### config.mk
export PLATFORM = sky130hd
export DESIGN_NAME = fb_pixel_writer
export DESIGN_NICKNAME = d
export VERILOG_FILES = /design/src/rtl/fb_pixel_writer.sv
export SDC_FILE = /design/constraint.sdc
export NUM_CORES = 1
export LEC_CHECK = 0
export BUFFER_PORTS_ARGS = -buffer_cell sky130_fd_sc_hd__buf_4
export CELL_PAD_IN_SITES_DETAIL_PLACEMENT = 0
export CELL_PAD_IN_SITES_GLOBAL_PLACEMENT = 1
export CORE_ASPECT_RATIO = 1.25
export CORE_MARGIN = 2
export CORE_UTILIZATION = 30
export CTS_CLUSTER_SIZE = 40
export DETAILED_ROUTE_END_ITERATION = 12
export HOLD_SLACK_MARGIN = 0.12
export PLACE_DENSITY = 0.7
export SETUP_SLACK_MARGIN = 0.1
export SYNTH_ARGS = -nofsm -noshare
export SYNTH_HDL_FRONTEND = slang
export SYNTH_SLANG_ARGS = --single-unit
export TNS_END_PERCENT = 20
### constraint.sdc
create_clock -name CLK -period 3.05 [get_ports CLK]
set_input_delay 0.305 -clock CLK [delete_from_list [all_inputs] [get_ports CLK]]
set_output_delay 0.305 -clock CLK [all_outputs]
set_load 0.05 [all_outputs]
### src/rtl/fb_pixel_writer.sv
`default_nettype none
// ============================================================================
//  Module      : fb_pixel_writer
//  Description : Write side of the TFT-LCD frame buffer. Turns a raster-ordered
//                RGB565 pixel stream, or a solid-colour fill command, into
//                BRAM write-port transactions. The BRAM address (x + y*H_ACTIVE)
//                is generated here with running adders only.
//  Revision    : 1.0 - initial release
// ============================================================================
module fb_pixel_writer #(
  parameter int H_ACTIVE = 480,
  parameter int V_ACTIVE = 272,
  parameter int ADDR_W   = 17,
  parameter int DATA_W   = 16
) (
  input  logic              CLK,
  input  logic              nRESET,
  input  logic              S_VALID,
  output logic              S_READY,
  input  logic [DATA_W-1:0] S_DATA,
  input  logic              S_SOF,
  input  logic              S_EOL,
  input  logic              FILL_START,
  input  logic [DATA_W-1:0] FILL_COLOR,
  input  logic              ERR_CLR,
  output logic              BRAMWE,
  output logic [ADDR_W-1:0] BRAMADDR,
  output logic [DATA_W-1:0] BRAMDIN,
  output logic              BUSY,
  output logic              FRAME_DONE,
  output logic              ERR_LINE
);

  // The whole frame must be addressable by the BRAM port.
  generate
    if (longint'(H_ACTIVE) * longint'(V_ACTIVE) > (longint'(1) << ADDR_W)) begin : g_size_check
      $error("fb_pixel_writer: H_ACTIVE*V_ACTIVE does not fit in ADDR_W address bits");
    end
  endgenerate

  localparam int XW = (H_ACTIVE > 1) ? $clog2(H_ACTIVE) : 1;
  localparam int YW = (V_ACTIVE > 1) ? $clog2(V_ACTIVE) : 1;

  localparam logic [XW-1:0]     X_LAST    = XW'(H_ACTIVE - 1);
  localparam logic [YW-1:0]     Y_LAST    = YW'(V_ACTIVE - 1);
  localparam logic [ADDR_W-1:0] ADDR_LAST = ADDR_W'(H_ACTIVE * V_ACTIVE - 1);
  localparam logic [ADDR_W-1:0] H_STEP    = ADDR_W'(H_ACTIVE);

  localparam logic [1:0] ST_WAIT_SOF = 2'd0;
  localparam logic [1:0] ST_STREAM   = 2'd1;
  localparam logic [1:0] ST_FILL     = 2'd2;

  logic [1:0]        state,      state_d;
  logic [XW-1:0]     x_cnt,      x_cnt_d;
  logic [YW-1:0]     y_cnt,      y_cnt_d;
  logic [ADDR_W-1:0] addr,       addr_d;
  logic [ADDR_W-1:0] line_base,  line_base_d;   // y*H_ACTIVE, kept as a running sum
  logic [DATA_W-1:0] fill_color, fill_color_d;
  logic              we_d;
  logic [ADDR_W-1:0] waddr_d;
  logic [DATA_W-1:0] wdata_d;
  logic              done_d;
  logic              err_set;
  logic              err_d;
  logic              busy_d;
  logic              accept;

  // Fill has priority over the stream in WAIT_SOF, so the beat is held off that cycle.
  assign S_READY = (state == ST_STREAM) || ((state == ST_WAIT_SOF) && !FILL_START);
  assign accept  = S_VALID && S_READY;

  // Next-state, counter and write-port decode.
  always_comb begin
    state_d      = state;
    x_cnt_d      = x_cnt;
    y_cnt_d      = y_cnt;
    addr_d       = addr;
    line_base_d  = line_base;
    fill_color_d = fill_color;
    we_d         = 1'b0;
    waddr_d      = BRAMADDR;
    wdata_d      = BRAMDIN;
    done_d       = 1'b0;
    err_set      = 1'b0;

    case (state)
      ST_WAIT_SOF: begin
        if (FILL_START) begin
          fill_color_d = FILL_COLOR;
          addr_d       = '0;
          state_d      = ST_FILL;
        end else if (accept && S_SOF) begin
          // Pixel (0,0) is written now; the counters point at (1,0).
          we_d        = 1'b1;
          waddr_d     = '0;
          wdata_d     = S_DATA;
          x_cnt_d     = XW'(1);
          y_cnt_d     = '0;
          addr_d      = ADDR_W'(1);
          line_base_d = '0;
          state_d     = ST_STREAM;
        end
      end

      ST_STREAM: begin
        if (accept) begin
          we_d    = 1'b1;
          wdata_d = S_DATA;
          if (S_SOF) begin
            // Unexpected frame start: resynchronise on this beat as pixel (0,0).
            waddr_d     = '0;
            err_set     = 1'b1;
            x_cnt_d     = XW'(1);
            y_cnt_d     = '0;
            addr_d      = ADDR_W'(1);
            line_base_d = '0;
          end else begin
            waddr_d = addr;
            if ((x_cnt == X_LAST) || S_EOL) begin
              // Line ends here; mismatch between EOL and position is a framing error.
              err_set = (x_cnt == X_LAST) ^ S_EOL;
              if (y_cnt == Y_LAST) begin
                done_d      = 1'b1;
                x_cnt_d     = '0;
                y_cnt_d     = '0;
                addr_d      = '0;
                line_base_d = '0;
                state_d     = ST_WAIT_SOF;
              end else begin
                // Realign to the next line start, which also covers early EOL.
                x_cnt_d     = '0;
                y_cnt_d     = y_cnt + YW'(1);
                addr_d      = line_base + H_STEP;
                line_base_d = line_base + H_STEP;
              end
            end else begin
              x_cnt_d = x_cnt + XW'(1);
              addr_d  = addr + ADDR_W'(1);
            end
          end
        end
      end

      ST_FILL: begin
        we_d    = 1'b1;
        waddr_d = addr;
        wdata_d = fill_color;
        if (addr == ADDR_LAST) begin
          done_d  = 1'b1;
          addr_d  = '0;
          state_d = ST_WAIT_SOF;
        end else begin
          addr_d = addr + ADDR_W'(1);
        end
      end

      default: begin
        state_d = ST_WAIT_SOF;
        x_cnt_d = '0;
        y_cnt_d = '0;
        addr_d  = '0;
      end
    endcase

    // A new error in the clearing cycle wins.
    err_d  = (ERR_LINE && !ERR_CLR) || err_set;
    busy_d = (state_d != ST_WAIT_SOF);
  end

  // State, counters and registered write port.
  always_ff @(posedge CLK or negedge nRESET) begin
    if (!nRESET) begin
      state      <= ST_WAIT_SOF;
      x_cnt      <= '0;
      y_cnt      <= '0;
      addr       <= '0;
      line_base  <= '0;
      fill_color <= '0;
      BRAMWE     <= 1'b0;
      BRAMADDR   <= '0;
      BRAMDIN    <= '0;
      FRAME_DONE <= 1'b0;
      ERR_LINE   <= 1'b0;
      BUSY       <= 1'b0;
    end else begin
      state      <= state_d;
      x_cnt      <= x_cnt_d;
      y_cnt      <= y_cnt_d;
      addr       <= addr_d;
      line_base  <= line_base_d;
      fill_color <= fill_color_d;
      BRAMWE     <= we_d;
      BRAMADDR   <= waddr_d;
      BRAMDIN    <= wdata_d;
      FRAME_DONE <= done_d;
      ERR_LINE   <= err_d;
      BUSY       <= busy_d;
    end
  end

endmodule
`default_nettype wire
* After elaboration in Yosys (flattened, before gate mapping)
Cells that the tools add are included.
** Operators by class
- Add/sub/neg operators :: 4
- Mux-type cells :: 56
- Reductions and logical operators :: 19
- Bitwise operators :: 2
- Equality and inequality tests :: 10
** Operator list (number)
- 2-to-1 mux 17 bit :: 14
- case mux 17 bit (3 select lines) :: 2
- 2-to-1 mux 9 bit :: 11
- case mux 9 bit (3 select lines) :: 2
- 2-to-1 mux 16 bit :: 3
- case mux 16 bit (3 select lines) :: 1
- case mux 17 bit (2 select lines) :: 1
- adder 9 x 1 -> 9 bit, second input constant :: 2
- equality test 9 bit, second input constant :: 2
- adder 17 x 1 -> 17 bit, second input constant :: 1
- adder 17 x 9 -> 17 bit, second input constant :: 1
- equality test 17 bit, second input constant :: 1
- 2-to-1 mux 2 bit :: 7
- 2-to-1 mux 1 bit :: 12
- AND reduction 5 bit :: 2
- AND reduction 4 bit :: 2
- != test 3 x 2 -> 1 bit, second input constant :: 2
- case mux 2 bit (3 select lines) :: 1
- logical AND 1 bit :: 4
- != test 2 bit, second input constant :: 2
- AND reduction 2 bit :: 2
- nonzero test 2 bit :: 2
- logical OR 1 bit :: 3
- case mux 1 bit (3 select lines) :: 1
- 9 further kinds :: 10
** Storage, ports and cells
- Logic and storage cells :: 103
- Input bits :: 39
- Output and inout bits :: 38
- Register bits :: 107

* Longest topological paths before layout
Gate-level depths: netlist of run 1.
- Depth in word-level cells :: 9
- Depth in mapped cells :: 11
- Depth with buffers taken out :: 9

* Worst setup path before layout of run 1
OpenSTA, ideal clock, no wires.
- Path type :: reg2reg
- Start point :: reg x_cnt[0]
- End point :: reg line_base[11]
- Required time :: 2.940 ns
- Setup slack :: 0.541 ns
- Setup time :: 0.110 ns
- Cell stages (with the launch flop) :: 12
- Path buffers :: 2
- Clock period less this slack :: 2.509 ns
- Arrival time :: 2.398 ns
- Cells stage by stage :: dfrtp_1 ha_1 nand2_1 or4_1 ha_1 clkbuf_1 nor2_1 o21ai_1 nand2b_1 or2_0 buf_2 o41ai_1
** On the way
- Longest elaborated chain between the ends :: 4
** RTL lines
- start: declaration :: RTL line 54 : logic [XW-1:0] x_cnt, x_cnt_d;
- start signal: assignment :: RTL line 187 : x_cnt <= x_cnt_d;
- equality test 9 bit :: RTL line 119 : if ((x_cnt == X_LAST) || S_EOL) begin
- logical OR 1 bit :: RTL line 119
- != test 3 x 2 -> 1 bit (no line)
- AND reduction 5 bit (no line)
- end signal: assignment :: RTL line 190 : line_base <= line_base_d;
- end: declaration :: RTL line 57 : logic [ADDR_W-1:0] line_base, line_base_d;
Every way passes these cells.
A chain may end at the register's enable or synchronous reset.

* Worst setup path in the final report of run 1
Ends and elaborated chain as after synthesis.

==> results.sh, run 1 <==
export IMPL_max_slew_margin_pct=24.7
export IMPL_ys_seq_area_share_pct=48.1
export IMPL_drt_wl_total_um=14000
export IMPL_grt_max_degree=108
export IMPL_fmaxAchievable_mhz=372
export IMPL_cts_buffer_depth=2
export IMPL_syn_num_nets=625
export IMPL_areaGrowthSynthToFinish_pct=20.5
export IMPL_cp_common_cell="ha_1"
export IMPL_drive_gt1_share_pct=21.0
export IMPL_syn_cell_area_um2=5560
export IMPL_fin_nets=696
export IMPL_cp_startpoint="x_cnt[0]"
export IMPL_timing_rr_start="x_cnt[0]"
export IMPL_die_area_um2=19700
export IMPL_port_buffers=76
export IMPL_first_pass_iters=5
export IMPL_ys_seq_elements=107
export IMPL_placementRows=55
export IMPL_drv_cap=0
export IMPL_cp_start_kind="flip-flop"
export IMPL_min_period_ps=2690
export IMPL_post_cts_setup_buffers=0
export IMPL_multiInputGateArea_um2=2680
export IMPL_synth_edf_count=0
export IMPL_vias=4536
export IMPL_top_usage_layer="met2"
export IMPL_r2r_end="line_base[11]"
export IMPL_status="finished clean"
export IMPL_cts_root_buffer="clkbuf_16"
export IMPL_power_leakage_nw=3.06
export IMPL_initial_core_util_pct=30.6
export IMPL_min_to="ERR_LINE"
export IMPL_worst_pin_slew_ps=1130
export IMPL_timing_final_hold_violations=0
export IMPL_synthFlopType="dfrtp_1"
export IMPL_timing_final_ws_setup_ps=359
export IMPL_holdWs_ps=134
export IMPL_drc_errors=0
export IMPL_routabilityCongestion=0.868
export IMPL_gr_total_overflow=0
export IMPL_fill_cells=1886
export IMPL_track_usage_pct=14.4
export IMPL_ys_types=67
export IMPL_slew_viol_final=0
export IMPL_setup_tns_ps=0
export IMPL_path_cells="ha_1 > nand2_1 > or4_1 > ha_1 > nor2_1 > o21ai_1 > nand2b_1 > or2_0 > o41ai_1"
export IMPL_final_area_um2=6710
export IMPL_antenna_found_initial=0
export IMPL_via_per_inst=5.15
export IMPL_chipHeight_um=156
export IMPL_syn_area_per_cell_um2=9.66
export IMPL_cts_tree="done"
export IMPL_whs_path_depth=2
export IMPL_final_core_util_pct=36.9
export IMPL_dp_cells=863
export IMPL_finalPower_mw=5.72
export IMPL_path_class="reg2reg"
export IMPL_peakVddDrop_v=0.000444
export IMPL_die_x_um=126
export IMPL_cp_slowest_cell="or4_1"
export IMPL_cts_htree_levels=3
export IMPL_yosysWarnings=0
export IMPL_cts_buffers=9
export IMPL_layout_cells_non_filler=880
export IMPL_cpPeakStageDelay_ps=410
export IMPL_place_ws_ps=360
export IMPL_grt_pass1_vias=4600
export IMPL_synth_cells=576
export IMPL_worstPathMaxFanout=9
export IMPL_grt_pass1_wl_um=23100
export IMPL_io_pins=77
export IMPL_async_reset_ff_share_pct=100
export IMPL_r2r_setup_slack_ps=360
export IMPL_dp_hpwl_um=10100
export IMPL_ant_nets=0
export IMPL_fin_crit_sh_pct=88.2
export IMPL_fin_skew_ps=9.28
export IMPL_grt_use_met3_pct=2.74
export IMPL_holdCritStartpoint="ERR_CLR"
export IMPL_grtUsageMet1_pct=16.9
export IMPL_coreArea_um2=18200
export IMPL_path_clk_slew_ps=70
export IMPL_register_area_um2=2680
export IMPL_power_density_nw_per_um2=853
export IMPL_hp_class="in2reg"
export IMPL_num_antenna_cells=0
export IMPL_arrival_ps=2930
export IMPL_crit_buf_inv=0
export IMPL_rsz0062_at_grt="false"
export IMPL_cp_required_ps=3290
export IMPL_placed_area_um2=6390
export IMPL_met2_usage_pct=25.7
export IMPL_wl_per_cell_um=15.9
export IMPL_drt_iter0_markers=278
export IMPL_r2r_cells=9
export IMPL_setup_viol=0
export IMPL_crit_family="simple AND/OR/NAND/NOR gates"
export IMPL_endpoint_kind="flip-flop"
export IMPL_insertion_delay_ps=350
export IMPL_clkSinkCount=107
## how the worst max path moves through the flow
| stage | end | slack, ps | cells past startpoint |
|---|---|---|---|
| after floorplan | line_base[11] | 540 | 11 |
| after global placement | line_base[11] | 460 | 9 |
| after detailed placement | line_base[11] | 360 | 9 |
| after CTS | line_base[11] | 340 | 9 |
| after global routing | line_base[11] | 210 | 9 |
| final | line_base[11] | 360 | 9 |
## layout by cell type (no fill, tap or decap), drive strengths merged, types with 11 or more instances in the layout
master and instances:
nand3 31, nor2 32, nand4 11, mux2i 16
mux2 16, nand2 84, inv 19, a21oi 23
dfrtp 107, buf 89, o21ai 56
## synth_stat cells (9+ instances only)
cell | instances | area, µm²
clkbuf_1 | 15 | 56.3
nand2_1 | 83 | 312
nand3_1 | 31 | 155
buf_2 | 13 | 65.1
mux2i_1 | 16 | 160
o21ai_0 | 51 | 255
ha_1 | 10 | 125
mux2_2 | 16 | 180
inv_1 | 18 | 67.6
xnor2_1 | 9 | 78.8
nor2_1 | 32 | 120
dfrtp_1 | 107 | 2680
nand4_1 | 9 | 56.3
a21oi_1 | 22 | 110
## state kept, by name, summed over array words and instances (netlist names), 2 cells and up
signal and cells:
BRAMADDR 17, BRAMDIN 16, addr 17, fill_color 16, line_base 17, state 2, x_cnt 9, y_cnt 9
## metal layers
| metal | vias up | wire length, µm |
|---|---|---|
| met4 | 0 | 274 |
| met2 | 89 | 7370 |
| met1 | 2220 | 5700 |
| li1 | 2212 | - |
| met5 | - | 0 |
| met3 | 15 | 620 |
## kinds of logic (layout without fill, tap and decap cells)
group,count (synthesis),after routing,share of synthesized area [%]
adders and majority gates,10,10,2.25
buffers and inverters,48,124,3.67
muxes,32,32,6.12
xor gates and xnor gates,15,15,2.36
and+or+nand+nor,220,220,20.0
AOI/OAI and AO/OA,144,144,17.5
DFF,107,107,48.1
## where the power goes
part | switching, mW | internal (mW) | total (mW)
combinational | 1.70 | 0.872 | 2.57
clock | 0.538 | 0.660 | 1.20
sequential | 0.223 | 1.73 | 1.95
## final cells by class
cell class                      instances  share of cell area (%)
Multi-Input combinational cell        421                    40.0
Tap cell                              228                    4.25
Sequential cell                       107                    39.9
Inverter                               18                    1.01
Clock buffer                           10                    3.56
Clock inverter                          6                   0.951
Timing Repair Buffer                   90                    10.3
## timing repair
action | CTS | global route
setup endpoints to repair | 0 | 0
gates resized for setup | 0 | 0
hold buffers | 1 | 0
hold endpoints to repair | 107 | 0
Note: power is estimated with default switching activity, not from simulation.
==> run 2: changes to the inputs <==
--- a/config.mk
+++ b/config.mk
@@ -11,6 +11,7 @@
 export CORE_ASPECT_RATIO = 1.25
 export CORE_MARGIN = 2
 export CORE_UTILIZATION = 30
+export CTS_BUF_LIST = sky130_fd_sc_hd__clkbuf_8
 export CTS_CLUSTER_SIZE = 40
 export DETAILED_ROUTE_END_ITERATION = 12
 export HOLD_SLACK_MARGIN = 0.12
==> run 2 against run 1 <==
Compared with the run above: final cell count up 0.11%; sequential power barely moved; die area unchanged; non-clock buffer count rose by 1; first-iteration DRC count is 4.3% lower; global-route usage shrank 0.066 points; utilization shrank 0.50 points; maximum frequency is 0.21% higher; power fell by 5.0%; setup slack improved by 5.6 ps; critical endpoint unchanged; largest cell class unchanged; largest power group unchanged.
==> results.sh, run 2 (synthesis results as in run 1) <==
export IMPL_final_cell_mix="dfrtp_1 (107), buf_4 (88), nand2_1 (83)"
export IMPL_areaGrowthSynthToFinish_pct=18.9
export IMPL_chipHeight_um=156
export IMPL_num_antenna_cells=0
export IMPL_power_leakage_nw=3.02
export IMPL_fin_crit_sh_pct=88.1
export IMPL_holdWs_ps=141
export IMPL_slew_viol_final=0
export IMPL_min_period_ps=2690
export IMPL_r2r_setup_slack_ps=360
export IMPL_cts_buffer_depth=2
export IMPL_power_density_nw_per_um2=822
export IMPL_drv_cap=0
export IMPL_swShare_pct=44.7
export IMPL_fill_cells=1902
export IMPL_cp_start_kind="flip-flop"
export IMPL_cp_slowest_cell="dfrtp_1"
export IMPL_cp_required_ps=3320
export IMPL_drt_iter0_markers=266
export IMPL_largest_registers="BRAMADDR x17, addr x17, line_base x17"
export IMPL_status="finished clean"
export IMPL_drive_gt1_share_pct=21.0
export IMPL_worstPathMaxFanout=9
export IMPL_hp_class="in2reg"
export IMPL_cpPeakStageDelay_ps=410
export IMPL_routabilityCongestion=0.868
export IMPL_cts_resized_gates=0
export IMPL_antenna_found_initial=0
export IMPL_grt_pass1_wl_um=23000
export IMPL_clkSinkCount=107
export IMPL_setup_tns_ps=0
export IMPL_path_class="reg2reg"
export IMPL_timing_final_hold_violations=0
export IMPL_placementRows=55
export IMPL_drc_errors=0
export IMPL_rsz0062_at_grt="false"
export IMPL_clockPowerShare_pct=16.8
export IMPL_path_cells="ha_1 > nand2_1 > or4_1 > ha_1 > nor2_1 > o21ai_1 > nand2b_1 > or2_0 > o41ai_1"
export IMPL_gr_total_overflow=0
export IMPL_grt_pass1_vias=4593
export IMPL_coreArea_um2=18200
export IMPL_wl_per_cell_um=16.0
export IMPL_pwr_share_seq_pct=35.9
export IMPL_cts_buffers=9
export IMPL_die_area_um2=19700
export IMPL_io_pins=77
export IMPL_intPower_mw=3.00
export IMPL_fin_nets=697
export IMPL_cp_common_cell="ha_1"
export IMPL_cts_root_buffer="clkbuf_8"
export IMPL_initial_core_util_pct=30.6
export IMPL_final_common_cell="dfrtp_1"
export IMPL_setup_viol=0
export IMPL_ant_nets=0
export IMPL_endpoint_kind="flip-flop"
export IMPL_cts_htree_levels=3
export IMPL_track_usage_pct=14.3
export IMPL_port_buffers=76
export IMPL_drt_wl_total_um=14100
export IMPL_p_comb_share_pct=47.3
export IMPL_arrival_ps=2960
export IMPL_dp_hpwl_um=10100
export IMPL_multiInputGateArea_um2=2680
export IMPL_peakVddDrop_v=0.000444
export IMPL_max_slew_margin_pct=22.9
export IMPL_die_x_um=126
export IMPL_vias=4574
export IMPL_first_pass_iters=5
export IMPL_path_clk_slew_ps=110
export IMPL_register_area_um2=2680
export IMPL_p_sw_mw=2.43
export IMPL_insertion_delay_ps=390
export IMPL_grt_max_degree=108
export IMPL_via_per_inst=5.19
export IMPL_fin_skew_ps=11.1
export IMPL_layout_cells_non_filler=881
export IMPL_cts_tree="done"
export IMPL_dp_cells=863
export IMPL_fmaxAchievable_mhz=372
export IMPL_worst_pin_slew_ps=1150
[run 2: path summary, 6_finish.rpt]
check	from	to	cells after the start
hold reg to reg	BRAMADDR[15]	BRAMADDR[15]	2
setup / recovery	x_cnt[0]	line_base[11]	9
min in group asynchronous	nRESET	line_base[11]	3
hold / removal	FILL_COLOR[0]	fill_color[0]	2
setup reg to reg	x_cnt[0]	line_base[11]	9
max in group asynchronous	nRESET	addr[4]	3
[run 2: final cells by class]
cell class / instances / area share (%)
Tap cell: 228 / 4.31
Inverter: 18 / 1.02
Clock inverter: 6 / 0.965
Multi-Input combinational cell: 421 / 40.6
Clock buffer: 10 / 2.08
Sequential cell: 107 / 40.5
Timing Repair Buffer: 91 / 10.6
[run 2: stage by stage]
stage | total power [mW] | setup WS, ps | cell area (µm²) | util, %
floorplan | 3.79 | 541 | 5560 | -
global placement | 4.52 | 463 | 6390 | 35.2
global route | 5.79 | 209 | 6620 | 36.4
detailed placement | 4.58 | 360 | 6390 | 35.2
finish | 5.43 | 364 | 6620 | 36.4
CTS | 5.50 | 331 | 6620 | 36.4
[run 2: power by group through the flow]
stage          clock (mW)  sequential (mW)  combinational (mW)
4_1_cts             0.944             1.96                2.60
2_1_floorplan           0             2.40                1.40
3_3_place_gp            0             1.96                2.56
3_5_place_dp            0             1.98                2.59
6_report            0.911             1.95                2.57
5_1_grt             0.987             2.00                2.81
[run 2: per-layer routing]
metal | GRT usage [%] | vias up | share of wire (%)
li1 | - | 2210 | -
met1 | 16.8 | 2242 | 41
met2 | 25.7 | 99 | 52
met3 | 2.74 | 23 | 4.5
met4 | 6.02 | 0 | 2.4
met5 | 0 | - | 0
[run 2: worst max-delay path, delay by kind of cell, from the launching register on]
kind                     cells  cell delay, ps
AND/OR/NAND/NOR              5            1180
adder cells (fa/ha/maj)      2             540
AO/OA/AOI/OAI                2             460
flip-flops                   1             410
[run 2: timing repair]
item / in CTS / in global routing
hold buffers: 2 / 0
buffers inserted: 0 / 0
endpoints found under the hold margin: 108 / 0
